$ cat config.mk
export PLATFORM = sky130hd
export DESIGN_NAME = cfs_tx_ctrl_skid
export DESIGN_NICKNAME = d
export VERILOG_FILES = /design/src/rtl/cfs_tx_ctrl_skid.sv
export SDC_FILE = /design/constraint.sdc
export NUM_CORES = 1
export LEC_CHECK = 0
export CAP_MARGIN = 20
export CORE_UTILIZATION = 30
export CTS_BUF_LIST = sky130_fd_sc_hd__clkbuf_2 sky130_fd_sc_hd__clkbuf_4 sky130_fd_sc_hd__clkbuf_8
export CTS_CLUSTER_DIAMETER = 120
export DETAILED_ROUTE_END_ITERATION = 8
export DONT_BUFFER_PORTS = 1
export SETUP_SLACK_MARGIN = 0.05
export SLEW_MARGIN = 25
export SYNTH_ARGS = -nofsm -noshare
export SYNTH_HDL_FRONTEND = slang
export SYNTH_SLANG_ARGS = --single-unit
$ cat constraint.sdc
create_clock -name clk -period 6.89 [get_ports clk]
set_input_delay 1.378 -clock clk [delete_from_list [all_inputs] [get_ports clk]]
set_output_delay 1.378 -clock clk [all_outputs]
set_load 0.02 [all_outputs]
$ cat src/rtl/cfs_tx_ctrl_skid.sv
// Two-entry skid buffer between a FIFO pop port and the TX sink, with a
// saturating handshake counter and a back-pressure stall detector.
module cfs_tx_ctrl_skid #(
  parameter  int ALGN_DATA_WIDTH = 32,
  parameter  int STALL_THRESHOLD = 16,
  parameter  int CNT_WIDTH       = 16,
  localparam int OFFSET_W = (ALGN_DATA_WIDTH <= 8) ? 1 : $clog2(ALGN_DATA_WIDTH / 8),
  localparam int SIZE_W   = $clog2(ALGN_DATA_WIDTH / 8) + 1,
  localparam int FIFO_W   = ALGN_DATA_WIDTH + OFFSET_W + SIZE_W
) (
  input  logic                       clk,
  input  logic                       reset,
  input  logic                       pop_valid,
  input  logic [FIFO_W-1:0]          pop_data,
  output logic                       pop_ready,
  output logic                       md_tx_valid,
  output logic [ALGN_DATA_WIDTH-1:0] md_tx_data,
  output logic [OFFSET_W-1:0]        md_tx_offset,
  output logic [SIZE_W-1:0]          md_tx_size,
  input  logic                       md_tx_ready,
  input  logic                       clr_cnt,
  output logic [CNT_WIDTH-1:0]       tx_cnt,
  output logic                       stall,
  output logic                       stall_pulse
);

  localparam int STALL_W = $clog2(STALL_THRESHOLD + 1);
  localparam logic [STALL_W-1:0]   STALL_MAX = STALL_W'(STALL_THRESHOLD);
  localparam logic [CNT_WIDTH-1:0] CNT_MAX   = '1;

  typedef enum logic [1:0] {EMPTY, ONE, TWO} state_t;

  state_t              state, state_nxt;
  logic [FIFO_W-1:0]   head_q, skid_q, head_nxt, skid_nxt;
  logic [STALL_W-1:0]  stall_cnt;
  logic                stall_q;
  logic                push, handshake;

  // Ready and valid come from registered state only, so md_tx_ready never
  // reaches pop_ready combinationally.
  assign pop_ready   = (state != TWO);
  assign md_tx_valid = (state != EMPTY);
  assign push        = pop_valid & pop_ready;
  assign handshake   = md_tx_valid & md_tx_ready;

  assign md_tx_data   = head_q[ALGN_DATA_WIDTH-1:0];
  assign md_tx_offset = head_q[ALGN_DATA_WIDTH+OFFSET_W-1:ALGN_DATA_WIDTH];
  assign md_tx_size   = head_q[FIFO_W-1:ALGN_DATA_WIDTH+OFFSET_W];

  always_ff @(posedge clk or posedge reset) begin
    if (reset) begin
      state  <= EMPTY;
      head_q <= '0;
      skid_q <= '0;
    end else begin
      state  <= state_nxt;
      head_q <= head_nxt;
      skid_q <= skid_nxt;
    end
  end

  always_comb begin
    state_nxt = state;
    head_nxt  = head_q;
    skid_nxt  = skid_q;
    case (state)
      EMPTY: begin
        if (push) begin
          state_nxt = ONE;
          head_nxt  = pop_data;
        end
      end
      ONE: begin
        if (push && handshake) begin
          head_nxt = pop_data;
        end else if (push) begin
          state_nxt = TWO;
          skid_nxt  = pop_data;
        end else if (handshake) begin
          state_nxt = EMPTY;
        end
      end
      TWO: begin
        if (handshake) begin
          state_nxt = ONE;
          head_nxt  = skid_q;
        end
      end
      default: state_nxt = EMPTY;
    endcase
  end

  // Stall detector: counts consecutive back-pressured cycles; stall_q lets the
  // pulse fire only on the rising edge of stall.
  always_ff @(posedge clk or posedge reset) begin
    if (reset) begin
      stall_cnt <= '0;
      stall_q   <= 1'b0;
    end else begin
      stall_q <= stall;
      if (!md_tx_valid || handshake)
        stall_cnt <= '0;
      else if (stall_cnt != STALL_MAX)
        stall_cnt <= stall_cnt + 1'b1;
    end
  end

  assign stall       = (stall_cnt == STALL_MAX);
  assign stall_pulse = stall & ~stall_q;

  always_ff @(posedge clk or posedge reset) begin
    if (reset)
      tx_cnt <= '0;
    else if (clr_cnt)
      tx_cnt <= '0;
    else if (handshake && tx_cnt != CNT_MAX)
      tx_cnt <= tx_cnt + 1'b1;
  end

endmodule

==> impl_metrics.env, run 1 <==
export IMPL_status="finished clean"
export IMPL_cts_hold_buf=0
export IMPL_wl_um=9300
export IMPL_boundaryPins=99
export IMPL_period_minus_slack_ns=3.16
export IMPL_relSlewSlack_pct=41.2
export IMPL_die_h_um=122
export IMPL_grt_pass1_vias=2914
export IMPL_num_vias=2823
export IMPL_rrSetupSlack_ns=4.80
export IMPL_mostFrequentLayoutCell="dfrtp_1"
export IMPL_clkPwrFrac_pct=25.3
export IMPL_cts_resized=0
export IMPL_ys_seq_area_share_pct=56.5
export IMPL_cts_tree="yes"
export IMPL_grt_setup_unrepaired="no"
export IMPL_synth_area_leaders="dfrtp_1, mux2i_1, mux2_1"
export IMPL_htreeDepth=3
export IMPL_wl_met3_um=570
export IMPL_place_congestion=0.750
export IMPL_drive_gt1_share_pct=9.81
export IMPL_seqPwrFrac_pct=58.7
export IMPL_fin_tns_setup_ns=0
export IMPL_power_density_nw_per_um2=332
export IMPL_intPower_mw=1.04
export IMPL_portBuffers=0
export IMPL_met1Wirelength_um=3940
export IMPL_p_switching_mw=0.543
export IMPL_die_area_um2=15000
export IMPL_synth_edf_count=0
export IMPL_utilization_pct=34.1
export IMPL_p_sw_share_pct=34.4
export IMPL_worst_path_max_fanout=3
export IMPL_muxShareOfSynthArea_pct=18.6
export IMPL_setup_worst_path_start="stall_cnt[0]"
export IMPL_cp_arrival_ns=1.78
export IMPL_synth_top_area_share_pct=56.5
export IMPL_routed_wl_met2_um=4500
export IMPL_avgSynthCellArea_um2=11.5
export IMPL_fin_worst_skew_ns=0.0156
export IMPL_drc=0
export IMPL_yosysTopAreaCell="dfrtp_1"
export IMPL_gr_total_overflow=0
export IMPL_critical_path_class="reg -> out"
export IMPL_synth_top_family_by_area="multiplexers"
export IMPL_rr_worst_depth=4
export IMPL_cts_buffers=9
export IMPL_end_kind="output pin"
export IMPL_crit_required_ns=5.51
export IMPL_leakage_nw=2.10
export IMPL_cts_sinks=98
export IMPL_synth_simple_area_share_pct=11.6
export IMPL_place_hpwl_um=6180
export IMPL_syn_inst=378
export IMPL_diodes=0
export IMPL_max_freq_mhz=316
export IMPL_ys_async_sr_fraction_pct=100
export IMPL_finalHoldViolCount=0
export IMPL_rr_startpoint="tx_cnt[2]"
export IMPL_r2r_end="tx_cnt[11]"
export IMPL_placed_area_um2=4560
export IMPL_die_w_um=122
export IMPL_irDropWorstVdd_uv=155
export IMPL_insertion_delay_ns=0.39
export IMPL_syn_to_final_growth_pct=9.77
export IMPL_synth_xor_area_share_pct=0.807
export IMPL_synth_compound_area_share_pct=9.11
export IMPL_highest_layer="met4"
export IMPL_clock_path_buffers=2
export IMPL_rows=43
export IMPL_max_cap_violations=0
export IMPL_nNetsFinal=417
export IMPL_dr_first_iter_drc_count=115
export IMPL_initial_core_util_pct=31.0
export IMPL_synth_adder_area_share_pct=0.865
export IMPL_clk_pin_slew_worst_paths_ns=0.10
export IMPL_drt_antenna_violating_nets=0
export IMPL_synth_nets=423
export IMPL_syn_area_um2=4340
export IMPL_synth_warnings=0
export IMPL_coreArea_um2=14000
export IMPL_ys_ff_latch=98
export IMPL_timing_final_crit_share_pct=45.9
export IMPL_viasPerCell=5.07
export IMPL_hold_depth=1
export IMPL_post_cts_buffers=0
export IMPL_drt_pass1_iterations=4
export IMPL_hold_class="reg -> reg"
export IMPL_holdWs_ns=0.492
export IMPL_ys_flop_type="dfrtp_1"
export IMPL_mostFrequentLayoutCells="dfrtp_1, a21oi_1, nor2_1"
export IMPL_grt_usage_pct=13.4
export IMPL_grt_pass1_wl_um=15100
export IMPL_startpoint_type="flop"
export IMPL_tightest_slew_ns=0.874
export IMPL_finalInstanceArea_um2=4760
export IMPL_maxSlewViolCount=0
export IMPL_setup_viol=0
export IMPL_grt_antenna_before_repair=0
export IMPL_yosysUniqueCellTypes=38
export IMPL_wire_per_inst_um=16.7
export IMPL_comb_power_share_pct=15.9
export IMPL_grt_max_degree=67
export IMPL_cts_root_buf="clkbuf_8"
export IMPL_endpoint="stall_pulse"
-- sequential cells by signal, indices dropped and copies added, names as in the netlist --
signal	flops
skid_q	37
stall_q	1
tx_cnt	16
stall_cnt	5
head_q	37
state	2
-- per-layer routing --
layer	global-route usage, %	up-vias
met5	0	-
met4	8.23	0
met3	4.18	17
met2	21.1	84
met1	15.8	1384
li1	-	1338
-- worst min path at each step --
stage                     slack [ns]         end        from
after floorplan                 0.46   skid_q[0]   skid_q[0]
after global placement          0.47   skid_q[8]   skid_q[8]
after detailed placement        0.47   skid_q[1]   skid_q[1]
after CTS                       0.50   skid_q[1]   skid_q[1]
after global routing            0.51   skid_q[1]   skid_q[1]
final                           0.49  skid_q[16]  skid_q[16]
-- Yosys cell counts, drive strengths merged, types with 5 or more instances --
master	count
dfrtp	98
a21oi	52
nor2	44
mux2	38
mux2i	38
buf	11
clkbuf	11
nand2	9
o31ai	8
o21ai	7
or3	7
or4	7
nand2b	5
nand3	5
nand4	5
-- worst max-delay path: stages (launching register included) --
cell and delay, ns:
dfrtp_1 0.41, inv_1 0.10, ha_1 0.15, nand2_1 0.07, nor4_1 0.67
-- cell type report --
cell class	instances	area [um2]
clock inverter	7	83.8
clock buffer	9	124
sequential	98	2450
multi-input combinational	254	1800
fill	1381	9220
timing repair buffer	5	57.6
inverter	4	17.5
tap	180	225
-- logic make-up after synthesis --
kind of cell               after synthesis
and+or+nand+nor                         99
muxes                                   76
AOI/OAI and AO/OA                       72
adders and majority gates                3
xor gates and xnor gates                 4
buffers and inverters                   26
DFF                                     98
-- power by group through the flow --
stage,logic [mW],registers [mW],clock network (mW)
floorplan,0.215,0.906,0
global placement,0.242,0.934,0
detailed placement,0.258,0.940,0
CTS,0.258,0.930,0.417
global route,0.291,0.951,0.438
finish,0.252,0.928,0.401
-- metrics by stage --
stage / setup WS [ns] / instances / total power, mW
after detailed placement: 4.02 / 541 / 1.20
final: 3.73 / 557 / 1.58
after floorplan: 2.95 / 378 / 1.12
after global placement: 3.82 / 540 / 1.18
after CTS: 3.69 / 557 / 1.61
after global routing: 3.64 / 557 / 1.68
(Power assumes the default switching activity.)
==> inputs of run 2 (changes only) <==
==> constraint.sdc (replaced) <==
create_clock -name clk -period 2.95 [get_ports clk]
set_input_delay 0.59 -clock clk [delete_from_list [all_inputs] [get_ports clk]]
set_output_delay 0.59 -clock clk [all_outputs]
set_load 0.02 [all_outputs]
==> run 2 against run 1 <==
Cell count is 0.90% higher; critical path depth is 1 higher; via count is 0.53% higher; combinational power is 140% higher; global-route usage is 0.31 points lower; register-to-register slack worse by 4.0 ns; count of clock-buffer cells in the layout is 2 higher; clock power is 120% higher.
==> impl_metrics.env, run 2 (synthesis gave the netlist of run 1 again) <==
export IMPL_status="finished clean"
export IMPL_relSlewSlack_pct=48.6
export IMPL_grt_pass1_wl_um=14800
export IMPL_coreArea_um2=14000
export IMPL_max_cap_violations=0
export IMPL_drive_gt1_share_pct=10.7
export IMPL_cts_tree="yes"
export IMPL_reg_top3="head_q: 37 flops, skid_q: 37 flops, tx_cnt: 16 flops"
export IMPL_grt_pass1_vias=2904
export IMPL_fin_cells=562
export IMPL_portBuffers=0
export IMPL_nNetsFinal=422
export IMPL_r2r_end="tx_cnt[0]"
export IMPL_finalInstanceArea_um2=4810
export IMPL_cp_arrival_ns=1.85
export IMPL_gr_total_overflow=0
export IMPL_insertion_delay_ns=0.38
export IMPL_drt_antenna_violating_nets=0
export IMPL_diodes=0
export IMPL_p_total_mw=3.67
export IMPL_tightest_slew_ns=0.765
export IMPL_grt_use_met2_pct=21.2
export IMPL_initial_core_util_pct=31.0
export IMPL_cpPeakStageDelay_ns=0.50
export IMPL_wl_um=9210
export IMPL_grt_usage_pct=13.1
export IMPL_period_minus_slack_ns=2.44
export IMPL_rows=43
export IMPL_grt_use_met3_pct=3.67
export IMPL_finalHoldViolCount=0
export IMPL_cts_root_buf="clkbuf_8"
export IMPL_dp_cells=546
export IMPL_multi_input_area_um2=1800
export IMPL_grt_max_degree=51
export IMPL_end_kind="output pin"
export IMPL_cts_hold_buf=0
export IMPL_startpoint_type="flop"
export IMPL_fin_tns_setup_ns=0
export IMPL_die_area_um2=15000
export IMPL_clock_path_buffers=2
export IMPL_fin_worst_skew_ns=0.0114
export IMPL_die_w_um=122
export IMPL_rr_startpoint="tx_cnt[10]"
export IMPL_clk_pin_slew_worst_paths_ns=0.10
export IMPL_critical_path_class="reg -> out"
export IMPL_finalWorstSetupSlack_ns=0.510
export IMPL_busiest_layer="met2"
export IMPL_placed_area_um2=4610
export IMPL_path_cells="inv_1 > ha_1 > nand2_1 > nor3_1 > buf_4"
export IMPL_syn_to_final_growth_pct=10.8
export IMPL_leakage_nw=2.12
export IMPL_place_congestion=0.782
export IMPL_power_density_nw_per_um2=763
export IMPL_timing_final_crit_share_pct=82.7
export IMPL_place_hpwl_um=6270
export IMPL_dr_first_iter_drc_count=67
export IMPL_cts_resized=0
export IMPL_cts_sinks=98
export IMPL_pre_cts_ws_ns=0.823
export IMPL_grt_util_met1_pct=15.4
export IMPL_boundaryPins=99
export IMPL_mostFrequentLayoutCell="dfrtp_1"
export IMPL_wire_per_inst_um=16.4
export IMPL_max_freq_mhz=410
export IMPL_utilization_pct=34.4
export IMPL_setup_worst_path_start="stall_cnt[0]"
export IMPL_htreeDepth=3
export IMPL_drt_pass1_iterations=4
export IMPL_endpoint="stall"
export IMPL_grt_setup_unrepaired="no"
export IMPL_irDropWorstVdd_uv=335
export IMPL_fillers=1417
export IMPL_post_cts_buffers=0
export IMPL_maxSlewViolCount=0
export IMPL_mostFrequentLayoutCells="dfrtp_1, a21oi_1, nor2_1"
export IMPL_die_h_um=122
export IMPL_rr_worst_depth=5
export IMPL_cts_buffers=9
export IMPL_setup_viol=0
export IMPL_num_vias=2838
export IMPL_rrSetupSlack_ns=0.77
export IMPL_holdWs_ns=0.0771
export IMPL_drc=0
export IMPL_worst_path_max_fanout=5
export IMPL_crit_required_ns=2.36
export IMPL_slowest_stage="nor3_1"
export IMPL_viasPerCell=5.05
export IMPL_grt_antenna_before_repair=0
export IMPL_hold_class="in -> async"
export IMPL_seq_area_um2=2450
==> run 2: cell types whose count changed in the layout (fill, tap and decap cells not counted), sizes merged <==
cell / previous run / this run
clkbuf: 9 / 11
inv: 8 / 4
buf: 5 / 10
clkinvlp: 0 / 2
==> run 2: worst min path at each step <==
stage | slack, ns | from | cells past startpoint | endpoint
global route | 0.07 | reset | 1 | head_q[25]
detailed placement | 0.47 | skid_q[14] | 1 | skid_q[14]
CTS | 0.05 | reset | 1 | head_q[25]
floorplan | 0.46 | skid_q[0] | 1 | skid_q[0]
finish | 0.08 | reset | 1 | head_q[25]
global placement | 0.47 | reset | 1 | head_q[23]
==> run 2: power breakdown <==
| group | internal [mW] | total [mW] | switching, mW |
|---|---|---|---|
| registers | 1.72 | 2.17 | 0.445 |
| clock network | 0.417 | 0.902 | 0.484 |
| logic | 0.297 | 0.599 | 0.302 |
==> run 2: area by class of cell <==
| type | count | area share (%) |
|---|---|---|
| Clock buffer | 11 | 2.89 |
| Clock inverter | 5 | 1.33 |
| Inverter | 4 | 0.390 |
| Multi-Input combinational cell | 254 | 37.4 |
| Sequential cell | 98 | 51.0 |
| Tap cell | 180 | 4.68 |
| Timing Repair Buffer | 10 | 2.34 |
==> run 2: worst max-delay path, delay by kind of cell, from the launching register on <==
family        cells  cell delay (ns)
simple gates      2             0.57
buf+inv           2             0.35
flops             1             0.41
fa+ha+maj         1             0.15
==> run 2: per-layer routing <==
layer | wire [um] | part of all wire, %
met1 | 3840 | 42
met4 | 187 | 2.0
met5 | 0 | 0
met3 | 525 | 5.7
met2 | 4670 | 51
==> inputs of run 3 (changes only) <==
==> constraint.sdc (replaced) <==
create_clock -name clk -period 2.48 [get_ports clk]
set_input_delay 0.496 -clock clk [delete_from_list [all_inputs] [get_ports clk]]
set_output_delay 0.496 -clock clk [all_outputs]
set_load 0.02 [all_outputs]
==> run 3 against run 2 <==
First-iteration DRC count is 70% higher; critical path type is now reg -> reg; critical path depth stayed put; wire length down 1.8%; sequential power up 19%; count of clock-buffer cells in the layout did not move; sequential cell count did not move; setup slack got worse by 0.12 ns; register-to-register slack worse by 0.38 ns.
==> impl_metrics.env, run 3 (synthesis gave the netlist of run 1 again) <==
export IMPL_status="finished clean"
export IMPL_cts_root_buf="clkbuf_8"
export IMPL_wire_per_inst_um=16.1
export IMPL_grt_antenna_before_repair=0
export IMPL_timing_final_crit_share_pct=84.1
export IMPL_slowest_stage="or4b_1"
export IMPL_nNetsFinal=423
export IMPL_grt_setup_unrepaired="no"
export IMPL_post_cts_buffers=0
export IMPL_boundaryPins=99
export IMPL_clock_path_buffers=2
export IMPL_die_h_um=122
export IMPL_wl_um=9050
export IMPL_num_vias=2859
export IMPL_grt_max_degree=61
export IMPL_die_area_um2=15000
export IMPL_cts_sinks=98
export IMPL_cp_arrival_ns=2.38
export IMPL_max_freq_mhz=479
export IMPL_hold_class="in -> async"
export IMPL_multi_input_area_um2=1800
export IMPL_startpoint_type="flop"
export IMPL_place_hpwl_um=6190
export IMPL_intPower_mw=3.00
export IMPL_syn_to_final_growth_pct=11.0
export IMPL_fin_cells=563
export IMPL_initial_core_util_pct=31.0
export IMPL_worst_path_max_fanout=5
export IMPL_p_sw_share_pct=32.4
export IMPL_insertion_delay_ns=0.36
export IMPL_seqPwrFrac_pct=58.1
export IMPL_p_total_mw=4.44
export IMPL_fin_worst_skew_ns=0.00975
export IMPL_place_congestion=0.779
export IMPL_htreeDepth=3
export IMPL_drc=0
export IMPL_holdWs_ns=0.156
export IMPL_fin_tns_setup_ns=0
export IMPL_cts_buffers=9
export IMPL_end_kind="flop"
export IMPL_gr_total_overflow=0
export IMPL_diodes=0
export IMPL_portBuffers=0
export IMPL_cpPeakStageDelay_ns=0.57
export IMPL_cts_resized=0
export IMPL_comb_power_share_pct=16.0
export IMPL_dr_first_iter_drc_count=114
export IMPL_die_w_um=122
export IMPL_path_cells="ha_1 > nand2_1 > or4b_1 > or4_1 > a21oi_1"
export IMPL_grt_pass1_vias=2925
export IMPL_grt_usage_pct=12.9
export IMPL_irDropWorstVdd_uv=498
export IMPL_clkPwrFrac_pct=25.9
export IMPL_setup_viol=0
export IMPL_viasPerCell=5.08
export IMPL_cts_tree="yes"
export IMPL_reg_top3="head_q: 37 flops, skid_q: 37 flops, tx_cnt: 16 flops"
export IMPL_drt_pass1_iterations=4
export IMPL_dp_cells=547
export IMPL_rows=43
export IMPL_rr_worst_depth=5
export IMPL_finalHoldViolCount=0
export IMPL_seq_area_um2=2450
export IMPL_drive_gt1_share_pct=11.0
export IMPL_coreArea_um2=14000
export IMPL_cts_hold_buf=0
export IMPL_maxSlewViolCount=0
export IMPL_power_density_nw_per_um2=922
export IMPL_fillers=1383
export IMPL_p_switching_mw=1.44
export IMPL_grt_pass1_wl_um=14800
export IMPL_critical_path_class="reg -> reg"
export IMPL_drt_antenna_violating_nets=0
export IMPL_mostFrequentLayoutCell="dfrtp_1"
export IMPL_relSlewSlack_pct=50.5
export IMPL_max_cap_violations=0
export IMPL_tightest_slew_ns=0.743
export IMPL_leakage_nw=2.13
export IMPL_crit_required_ns=2.78
export IMPL_clk_pin_slew_worst_paths_ns=0.09
export IMPL_period_minus_slack_ns=2.09
export IMPL_mostFrequentLayoutCells="dfrtp_1, a21oi_1, nor2_1"
## run 3: worst paths after layout
path	startpoint	end	slack (ns)
worst max-delay path	tx_cnt[0]	tx_cnt[14]	0.39
worst max register to register	tx_cnt[0]	tx_cnt[14]	0.39
max in group asynchronous	reset	skid_q[12]	1.74
worst min register to register	skid_q[25]	skid_q[25]	0.49
min in group clk	clr_cnt	tx_cnt[6]	0.18
worst min-delay path	reset	tx_cnt[4]	0.16
## run 3: cell type report
| cell class | count | area share (%) |
|---|---|---|
| clock buffers | 11 | 2.88 |
| clock inverters | 5 | 1.79 |
| inverters | 4 | 0.390 |
| multi-input cells | 254 | 37.4 |
| flip-flops and latches | 98 | 50.9 |
| well taps | 180 | 4.68 |
| repair buffers | 11 | 1.97 |
## run 3: metrics by stage
stage                     util [%]  instance area [um2]  setup WS [ns]
after CTS                     34.4                 4820          0.401
after detailed placement      32.8                 4590          0.416
after global placement        32.8                 4590          0.458
after floorplan                  -                 4340          0.546
after global routing          34.4                 4820          0.279
final                         34.4                 4820          0.394
## run 3: worst max-delay path: cells and delay by family (launching register included)
kind,cells,cell delay (ns)
compound gates,1,0.15
simple gates,3,1.08
fa+ha+maj,1,0.27
flops,1,0.53
## run 3: routing by layer
layer	wire length, um	up-vias	global-route usage (%)
met1	3750	1430	15.5
met3	494	14	3.76
met2	4650	67	20.9
met5	0	-	0
li1	-	1348	-
met4	158	0	6.71
## run 3: power by group through the flow
stage	combinational (mW)	clock, mW	sequential [mW]
after floorplan	0.597	0	2.52
after global placement	0.691	0	2.59
after detailed placement	0.725	0	2.61
after CTS	0.725	1.21	2.58
after global routing	0.807	1.26	2.65
final	0.708	1.15	2.58
